## src/rtl/pad_cond_pkg.sv

```systemverilog
// -----------------------------------------------------------------------------
// pad_cond_pkg
// Shared types and constants for the pad input conditioner slice.
//   pad_vec_t      : one bit per pad (16 pads)
//   PAD_UART_PIN   : pad index carrying UART RX
//   PAD_RESET_VAL  : filtered pad value at reset/disable (UART idle high)
//   db_cnt_width() : width of a per-pad debounce counter for a given DB_COUNT
// -----------------------------------------------------------------------------
package pad_cond_pkg;

  typedef logic [15:0] pad_vec_t;

  localparam int unsigned PAD_UART_PIN  = 0;
  localparam pad_vec_t    PAD_RESET_VAL = 16'h0001;

  // The counter only ever holds 0..DB_COUNT-1, so this is never too narrow.
  function automatic int unsigned db_cnt_width(input int unsigned db_count);
    return $clog2(db_count + 1);
  endfunction

endpackage

```

## src/rtl/pad_debounce_bit.sv

```systemverilog
// -----------------------------------------------------------------------------
// pad_debounce_bit
// Debounce filter for one synchronised pad. A new level is accepted only after
// it has differed from the current filtered level on DB_COUNT consecutive
// prescaler ticks; any cycle where the two agree restarts the count. Bypass
// pads follow the synchronised level every cycle.
// Ports:
//   sys_clk, rst_n : clock, asynchronous active-low reset
//   enable         : 0 forces filt to rst_val and clears the count
//   tick           : shared prescaler pulse
//   sync           : synchronised pad level
//   bypass         : 1 = skip debounce for this pad
//   rst_val        : filtered level at reset/disable (tied constant)
//   filt           : filtered level
// -----------------------------------------------------------------------------
module pad_debounce_bit
  import pad_cond_pkg::*;
#(
  parameter int unsigned DB_COUNT = 4
) (
  input  logic sys_clk,
  input  logic rst_n,
  input  logic enable,
  input  logic tick,
  input  logic sync,
  input  logic bypass,
  input  logic rst_val,
  output logic filt
);

  localparam int unsigned   CW       = db_cnt_width(DB_COUNT);
  localparam logic [CW-1:0] CNT_LAST = CW'(DB_COUNT - 1);

  logic [CW-1:0] cnt;

  always_ff @(posedge sys_clk or negedge rst_n) begin
    if (!rst_n) begin
      cnt  <= '0;
      filt <= rst_val;
    end else if (!enable) begin
      cnt  <= '0;
      filt <= rst_val;
    end else if (bypass) begin
      cnt  <= '0;
      filt <= sync;
    end else if (sync == filt) begin
      cnt <= '0;
    end else if (tick) begin
      // Acceptance happens on the DB_COUNT-th differing tick, so the counter
      // never reaches DB_COUNT and cannot saturate.
      if (cnt == CNT_LAST) begin
        cnt  <= '0;
        filt <= sync;
      end else begin
        cnt <= cnt + 1'b1;
      end
    end
  end

endmodule

```

## src/rtl/pad_input_conditioner.sv

```systemverilog
// -----------------------------------------------------------------------------
// pad_input_conditioner
// Input-side conditioning between the raw pads and the SoC UART RX / GPIO
// inputs. Every pad is synchronised; non-bypass pads are then debounced
// against a shared tick prescaler. The UART RX pad is synchronised only.
//
// Build option: define PAD_EDGE_IRQ_EN to add sticky any-edge capture with a
// maskable, registered interrupt. Without it edge_status_o and irq_o read 0,
// irq_mask_i / irq_clr_i are ignored and no edge flops exist.
//
// Ports:
//   sys_clk, rst_n  : clock, asynchronous active-low reset
//   enable_i        : 1 = pads routed to this IP; 0 holds the filter at RESET_VAL
//   pad_i           : raw asynchronous pad inputs
//   gpio_o          : filtered levels (the filter register itself)
//   uart_rx_o       : gpio_o[UART_PIN]
//   irq_mask_i      : per-pad interrupt enable
//   irq_clr_i       : write-1-to-clear pulses for edge_status_o
//   edge_status_o   : sticky edge flags
//   irq_o           : registered OR of edge_status_o & irq_mask_i
// -----------------------------------------------------------------------------
module pad_input_conditioner
  import pad_cond_pkg::*;
#(
  parameter int unsigned       WIDTH       = 16,
  parameter int unsigned       SYNC_STAGES = 2,
  parameter int unsigned       TICK_DIV    = 1000,
  parameter int unsigned       DB_COUNT    = 4,
  parameter logic [WIDTH-1:0]  BYPASS_MASK = WIDTH'(16'h0001),
  parameter logic [WIDTH-1:0]  RESET_VAL   = WIDTH'(PAD_RESET_VAL),
  parameter int unsigned       UART_PIN    = PAD_UART_PIN
) (
  input  logic             sys_clk,
  input  logic             rst_n,
  input  logic             enable_i,
  input  logic [WIDTH-1:0] pad_i,
  output logic [WIDTH-1:0] gpio_o,
  output logic             uart_rx_o,
  input  logic [WIDTH-1:0] irq_mask_i,
  input  logic [WIDTH-1:0] irq_clr_i,
  output logic [WIDTH-1:0] edge_status_o,
  output logic             irq_o
);

  // ---------------------------------------------------------------------------
  // Synchronisers. They keep sampling while disabled so that re-enable starts
  // from a settled level.
  // ---------------------------------------------------------------------------
  logic [SYNC_STAGES-1:0][WIDTH-1:0] sync_q;
  logic [WIDTH-1:0]                  sync;

  // NOTE: sequential state is written with non-blocking assignments only, so
  // every flop samples the pre-edge value of its neighbours.
  always_ff @(posedge sys_clk or negedge rst_n) begin
    if (!rst_n) begin
      // NOTE: the chain resets to RESET_VAL rather than 0 so the UART line
      // does not show a false start bit when reset is released.
      sync_q <= {SYNC_STAGES{RESET_VAL}};
    end else begin
      sync_q <= {sync_q[SYNC_STAGES-2:0], pad_i};
    end
  end

  assign sync = sync_q[SYNC_STAGES-1];

  // ---------------------------------------------------------------------------
  // Debounce tick prescaler: one pulse every TICK_DIV cycles while enabled.
  // ---------------------------------------------------------------------------
  localparam int unsigned   TW        = (TICK_DIV > 1) ? $clog2(TICK_DIV) : 1;
  localparam logic [TW-1:0] TICK_LAST = TW'(TICK_DIV - 1);

  logic [TW-1:0] tick_cnt;
  logic          tick;

  assign tick = (tick_cnt == TICK_LAST);

  always_ff @(posedge sys_clk or negedge rst_n) begin
    if (!rst_n) begin
      tick_cnt <= '0;
    end else if (!enable_i || tick) begin
      tick_cnt <= '0;
    end else begin
      tick_cnt <= tick_cnt + 1'b1;
    end
  end

  // ---------------------------------------------------------------------------
  // Per-pad filters.
  // ---------------------------------------------------------------------------
  logic [WIDTH-1:0] filt;

  for (genvar i = 0; i < WIDTH; i++) begin : g_pad
    pad_debounce_bit #(
      .DB_COUNT (DB_COUNT)
    ) u_db (
      .sys_clk (sys_clk),
      .rst_n   (rst_n),
      .enable  (enable_i),
      .tick    (tick),
      .sync    (sync[i]),
      .bypass  (BYPASS_MASK[i]),
      .rst_val (RESET_VAL[i]),
      .filt    (filt[i])
    );
  end

  assign gpio_o    = filt;
  assign uart_rx_o = filt[UART_PIN];

  // ---------------------------------------------------------------------------
  // Sticky edge capture and interrupt.
  // ---------------------------------------------------------------------------
`ifdef PAD_EDGE_IRQ_EN
  logic [WIDTH-1:0] filt_prev;
  logic [WIDTH-1:0] edge_q;
  logic             irq_q;

  always_ff @(posedge sys_clk or negedge rst_n) begin
    if (!rst_n) begin
      filt_prev <= RESET_VAL;
      edge_q    <= '0;
      irq_q     <= 1'b0;
    end else begin
      irq_q <= |(edge_q & irq_mask_i);
      if (!enable_i) begin
        // filt is being forced to RESET_VAL too, so parking the history there
        // keeps the forced level from being reported as an edge on re-enable.
        filt_prev <= RESET_VAL;
        edge_q    <= '0;
      end else begin
        filt_prev <= filt;
        // Set term is OR-ed after the clear so a coincident set wins.
        edge_q    <= (filt ^ filt_prev) | (edge_q & ~irq_clr_i);
      end
    end
  end

  assign edge_status_o = edge_q;
  assign irq_o         = irq_q;
`else
  logic unused_irq_inputs;
  assign unused_irq_inputs = ^{irq_mask_i, irq_clr_i};

  assign edge_status_o = '0;
  assign irq_o         = 1'b0;
`endif

endmodule

```

## config.mk

```make
export PLATFORM = sky130hd
export DESIGN_NAME = pad_input_conditioner
export DESIGN_NICKNAME = d
export VERILOG_FILES = /design/src/rtl/pad_cond_pkg.sv /design/src/rtl/pad_debounce_bit.sv /design/src/rtl/pad_input_conditioner.sv
export SDC_FILE = /design/constraint.sdc
export NUM_CORES = 1
export LEC_CHECK = 0
export ABC_AREA = 1
export CAP_MARGIN = 20
export CORE_MARGIN = 4
export CORE_UTILIZATION = 40
export DETAILED_ROUTE_END_ITERATION = 10
export PLACE_DENSITY = 0.65
export RECOVER_POWER = 50
export SLEW_MARGIN = 20
export SYNTH_ARGS = -nofsm -noshare
export SYNTH_HDL_FRONTEND = slang
export SYNTH_SLANG_ARGS = --single-unit
```

## constraint.sdc

```tcl
create_clock -name sys_clk -period 1.4 [get_ports sys_clk]
set_input_delay 0.42 -clock sys_clk [delete_from_list [all_inputs] [get_ports sys_clk]]
set_output_delay 0.42 -clock sys_clk [all_outputs]
set_load 0.02 [all_outputs]
```

* After elaboration in Yosys (flattened, before gate mapping) *
Cells that the tools add are included.

storage, ports and cells
  logic and storage cells = 266
  register bits after elaboration = 103
  input port bits = 51
  output and inout port bits = 34

operators by class
  reduce and logical (&&, ||, !) cells = 17
  equal/unequal tests = 77
  multiplexer cells = 122
  add/subtract/negate cells = 16

operators with widths
  kind                                                                   count
  3-bit 2-to-1 mux                                                       60
  1-bit 2-to-1 mux                                                       61
  3-bit by 1-bit adder with 3-bit output, second input constant          15
  3-bit by 2-bit equality test with 1-bit output, second input constant  15
  3-bit by 1-bit != test with 1-bit output, second input constant        15
  3-bit AND reduction                                                    15
  2-bit by 1-bit != test with 1-bit output, second input constant        16
  2-bit != test, second input constant                                   15
  1-bit equality test                                                    15
  10-bit by 1-bit adder with 10-bit output, second input constant        1
  10-bit equality test, second input constant                            1
  10-bit 2-to-1 mux                                                      1
  1-bit logical NOT                                                      1
  1-bit logical OR                                                       1

* Logic depth before layout (Yosys ltp) *
  depth in word-level cells = 5
  gate-level depth with buffers = 9
  depth with buffers taken out = 8

* Worst setup path before layout *
No wires, ideal clock.

  path type = register to register
  start point = register tick_cnt[0]
  end point = register g_pad[5].u_db.cnt[0]
  slack = -0.008 ns
  data arrival time = 1.290 ns
  stages on the path, launching flop included = 9
  data required time = 1.283 ns
  cells stage by stage = dfrtp_1 ha_1 nand2_2 nor2_8 nand2_4 buf_2 nand3_1 nand2_1 nand2_1

on the way
  word-level cells in the longest chain between the ends = 2

ends and longest elaborated chain
  element                                             RTL line                     RTL
  start, declared                                     pad_input_conditioner.sv:72  logic [TW-1:0] tick_cnt;
  start signal, assigned                              pad_input_conditioner.sv:83  tick_cnt <= tick_cnt + 1'b1;
  10-bit equality test                                pad_input_conditioner.sv:75  assign tick = (tick_cnt == TICK_LAST);
  3-bit by 1-bit != test with 1-bit output (no line)  n/a
  end signal, assigned                                pad_debounce_bit.sv:55       cnt <= cnt + 1'b1;
  end, declared                                       pad_debounce_bit.sv:34       logic [CW-1:0] cnt;

Every way passes these cells.
A chain may end at the register's enable or synchronous reset.

* Worst setup path in the final report *
  start point = register g_pad[0].u_db.filt
  end point = output port gpio_o[0]

RTL lines
  element                 RTL line                     RTL
  start, declared         pad_debounce_bit.sv:28       output logic filt
  start signal, assigned  pad_debounce_bit.sv:39       filt <= rst_val;
  start signal, assigned  pad_debounce_bit.sv:42       filt <= rst_val;
  start signal, assigned  pad_debounce_bit.sv:45       filt <= sync;
  end, declared           pad_input_conditioner.sv:37  output logic [WIDTH-1:0] gpio_o,

No word-level cell between the ends.

==> results.md <==
- FF-to-FF path depth: 9
- Crit-path max FO: 2
- Synth Area per Inst: 8.168 um2
- Gr ovfl total: 0
- Worst skew pair latency: ~0.35 ns
- Sw Share: 24.22%
- Initial drt markers: around 230
- Overall Global Routing Usage: between 10 and 15%
- Die Wd: ~120 um
- Number of port buffers: 35
- CP Launch Type: flip-flop
- Nets: 757
- Final instance area: roughly 6200 um2
- Fin. Hold Viols: 0
- Hold endpoint: sync[8]
- Crit path kind: flip-flop to output port
- Outcome: complete, but fails checks
- Syn. warnings: 0
- Clock-pin slew of the registers on the worst-case setup and hold paths: 0.06 ns
- Yosys cell types: 29
- Area after DPL: between 5000 and 6000 um2
- Gpl congestion: 0.7893
- Peak supply drop: 0.5659 mV
- Share of cells above drive strength 1: 14.24%
- HP Class: flip-flop to flip-flop
- Flop pwr share: 48.2%
- Worst Path Arrival: 1.00 ns
- FF+latch count, synth: 103
- Total CTS buffers: 9
- Leakage Power: 0.003396 uW
- Drt drc: 0
- Die Ht: about 120 um
- Setup crit end kind: output port
- Final setup margin: -0.02157 ns
- Mapped Cells: 634
- CTS sink count: 103
- Root Buffer: clkbuf_16
- Ports: 85
- Violated checks: negative setup slack
- Max Cap Viol: 0
- PD cells: 1058 nW/um2
- Buf/Inv on CP: 1
- Core area: 12670 um2
- Post-synthesis cell area: a little over 5000 um2
- Die area: around 15000 um2
- Sw power: 1598 uW
- FMAX: around 0.70 GHz
- Internal Pwr Total: 4999 uW
- Post-route insts no fill: 867
- Critical path cell sequence: buf_4
- Area leader, netlist: dfrtp_1
- Placed cell count: 846
- CP delay by family, top: flip-flops
- Synth cell count leaders: 176 x nand2_1, 100 x dfrtp_1, 93 x inv_1
- HPWL Detailed: 7066 um
- Maximum root-to-sink buffer count: 2
- Clk_skew: between 0.005 and 0.006 ns
- Via-to-Cell Ratio: 4.645
- Largest net degree at the start of global routing: 40
- Unrepaired setup endpoints after global routing: true
- Min Tclk post-route: 1.422 ns
- Reg2reg end: g_pad[1].u_db.cnt[0]
- # H-tree levels: 3
- Row cnt: 41
- Final period utilization: 101.5%
- Initial antenna violation count: 0
- Most numerous cell in the Yosys netlist: nand2_1
- Multi-input logic area: 2002 um2
- Hold path depth: 0
- Reg2reg setup slack: -0.01 ns
- Worst R2R Start: tick_cnt[1]
- Worst path max stage delay: ~0.53 ns
- Slew Limit Fails: 0
- CP max-delay cell: dfstp_2
- Final setup vio count: 3
- Initial core utilization: 40.87%
- Async set-reset flop share out of synthesis: 100.0%
- Clk pwr share: a little over 40%
- Total routed wirelength: 10070 um
- Number of global-route vias before repair: 3982
- Top cells by area, synth: dfrtp_1 48%, nand2_1 13%, inv_1 6.7%
- Seq/Total Area, Yosys: between 40% and 50%
- Hold Startpoint: sync_q[8]
- Register area: 2581 um2
- Sum of negative setup slack: -0.05067 ns
- CP required: about 0.98 ns
- Ys flop type: dfrtp_1
- CTS tree: done
- Diode count: 0
- Layout area overhead: 20.44%
- DR vias: 4027
- Antenna viol nets, final: 0
- Drt pass-1 iters: 4
- Fillers: 1181
- Post-synth top area share: 48.32%
- Routed len/inst: 11.61 um
- First-pass GRT wire length: between 15000 and 20000 um
- Comb pwr share: 11.1%
- Number of synthesized flops with an enable pin: 0
-- cell families after synthesis --
family                     share of synthesized area [%]
AOI/OAI and AO/OA                                  2.658
xor gates and xnor gates                           1.522
adders and majority gates                          3.866
buffers and inverters                              13.70
DFF                                                49.84
other                                            0.07241
and+or+nand+nor                                    28.34
-- final cells by class --
cell class	instances	share of cell area, %
sequential	103	41.38
clock inverter	6	1.344
inverter	97	5.838
multi-input combinational	400	32.10
tap	172	3.450
timing repair buffer	79	12.06
clock buffer	10	3.831
-- cell usage in the layout (no fill, tap or decap), drive strengths merged, types with 9 or more instances in the layout --
cell type	instances
nor2	64
nand2	180
nand4	19
conb	17
inv	97
o21ai	9
dfrtp	100
nor3	21
clkbuf	12
o21bai	11
ha	16
nand3	47
dlygate4sd3	17
buf	60
-- layer usage --
metal / up-vias / track usage (%) / routed length (um)
li1: 2024 / - / -
met1: 1919 / 17.02 / 4399
met2: 76 / 26.10 / 5152
met3: 8 / 3.668 / 434
met4: 0 / 4.132 / 82
met5: - / 0 / 0
-- through the flow --
| step | power, uW | worst slack (ns) | hold slack [ns] | util (%) |
|---|---|---|---|---|
| after global routing | 6918 | -0.06986 | 0.3509 | 49.22 |
| final | 6597 | -0.02157 | 0.3463 | 49.22 |
| after detailed placement | 3981 | -0.1182 | 0.3180 | 46.32 |
| after CTS | 6670 | -0.03703 | 0.3469 | 48.89 |
| after global placement | 3946 | -0.1170 | 0.3147 | 46.32 |
| after floorplan | 3709 | 0.006734 | 0.1244 | - |
-- registers in the layout (all words and copies together) (netlist names) --
signal           cells
g_pad.u_db.cnt      45
g_pad.u_db.filt     16
sync                16
sync_q              16
tick_cnt            10
-- worst max-delay path by stage --
stage	startpoint	end	slack [ns]	cells past startpoint
floorplan	tick_cnt[0]	g_pad[8].u_db.filt	0.007	9
global placement	g_pad[0].u_db.filt	gpio_o[0]	-0.12	1
detailed placement	g_pad[0].u_db.filt	gpio_o[0]	-0.12	1
CTS	g_pad[0].u_db.filt	gpio_o[0]	-0.04	1
global route	tick_cnt[1]	g_pad[12].u_db.filt	-0.07	9
finish	g_pad[0].u_db.filt	gpio_o[0]	-0.02	1
-- what timing repair did --
action | in CTS | in global routing
setup endpoints to repair | 70 | 39
hold buffers | 1 | 0
cloned | 1 | 0
endpoints found under the hold margin | 14 | 0
resized for setup | 79 | 8
pin swaps | 6 | 4
buffers inserted | 0 | 3
-- power by group through the flow --
stage / logic, uW / clock network [uW] / registers [uW]
2_1_floorplan: 484 / 0 / 3230
3_3_place_gp: 722 / 0 / 3220
3_5_place_dp: 749 / 0 / 3230
4_1_cts: 742 / 2750 / 3180
5_1_grt: 833 / 2890 / 3190
6_report: 729 / 2690 / 3180
Note: power is estimated with default switching activity, not from simulation.
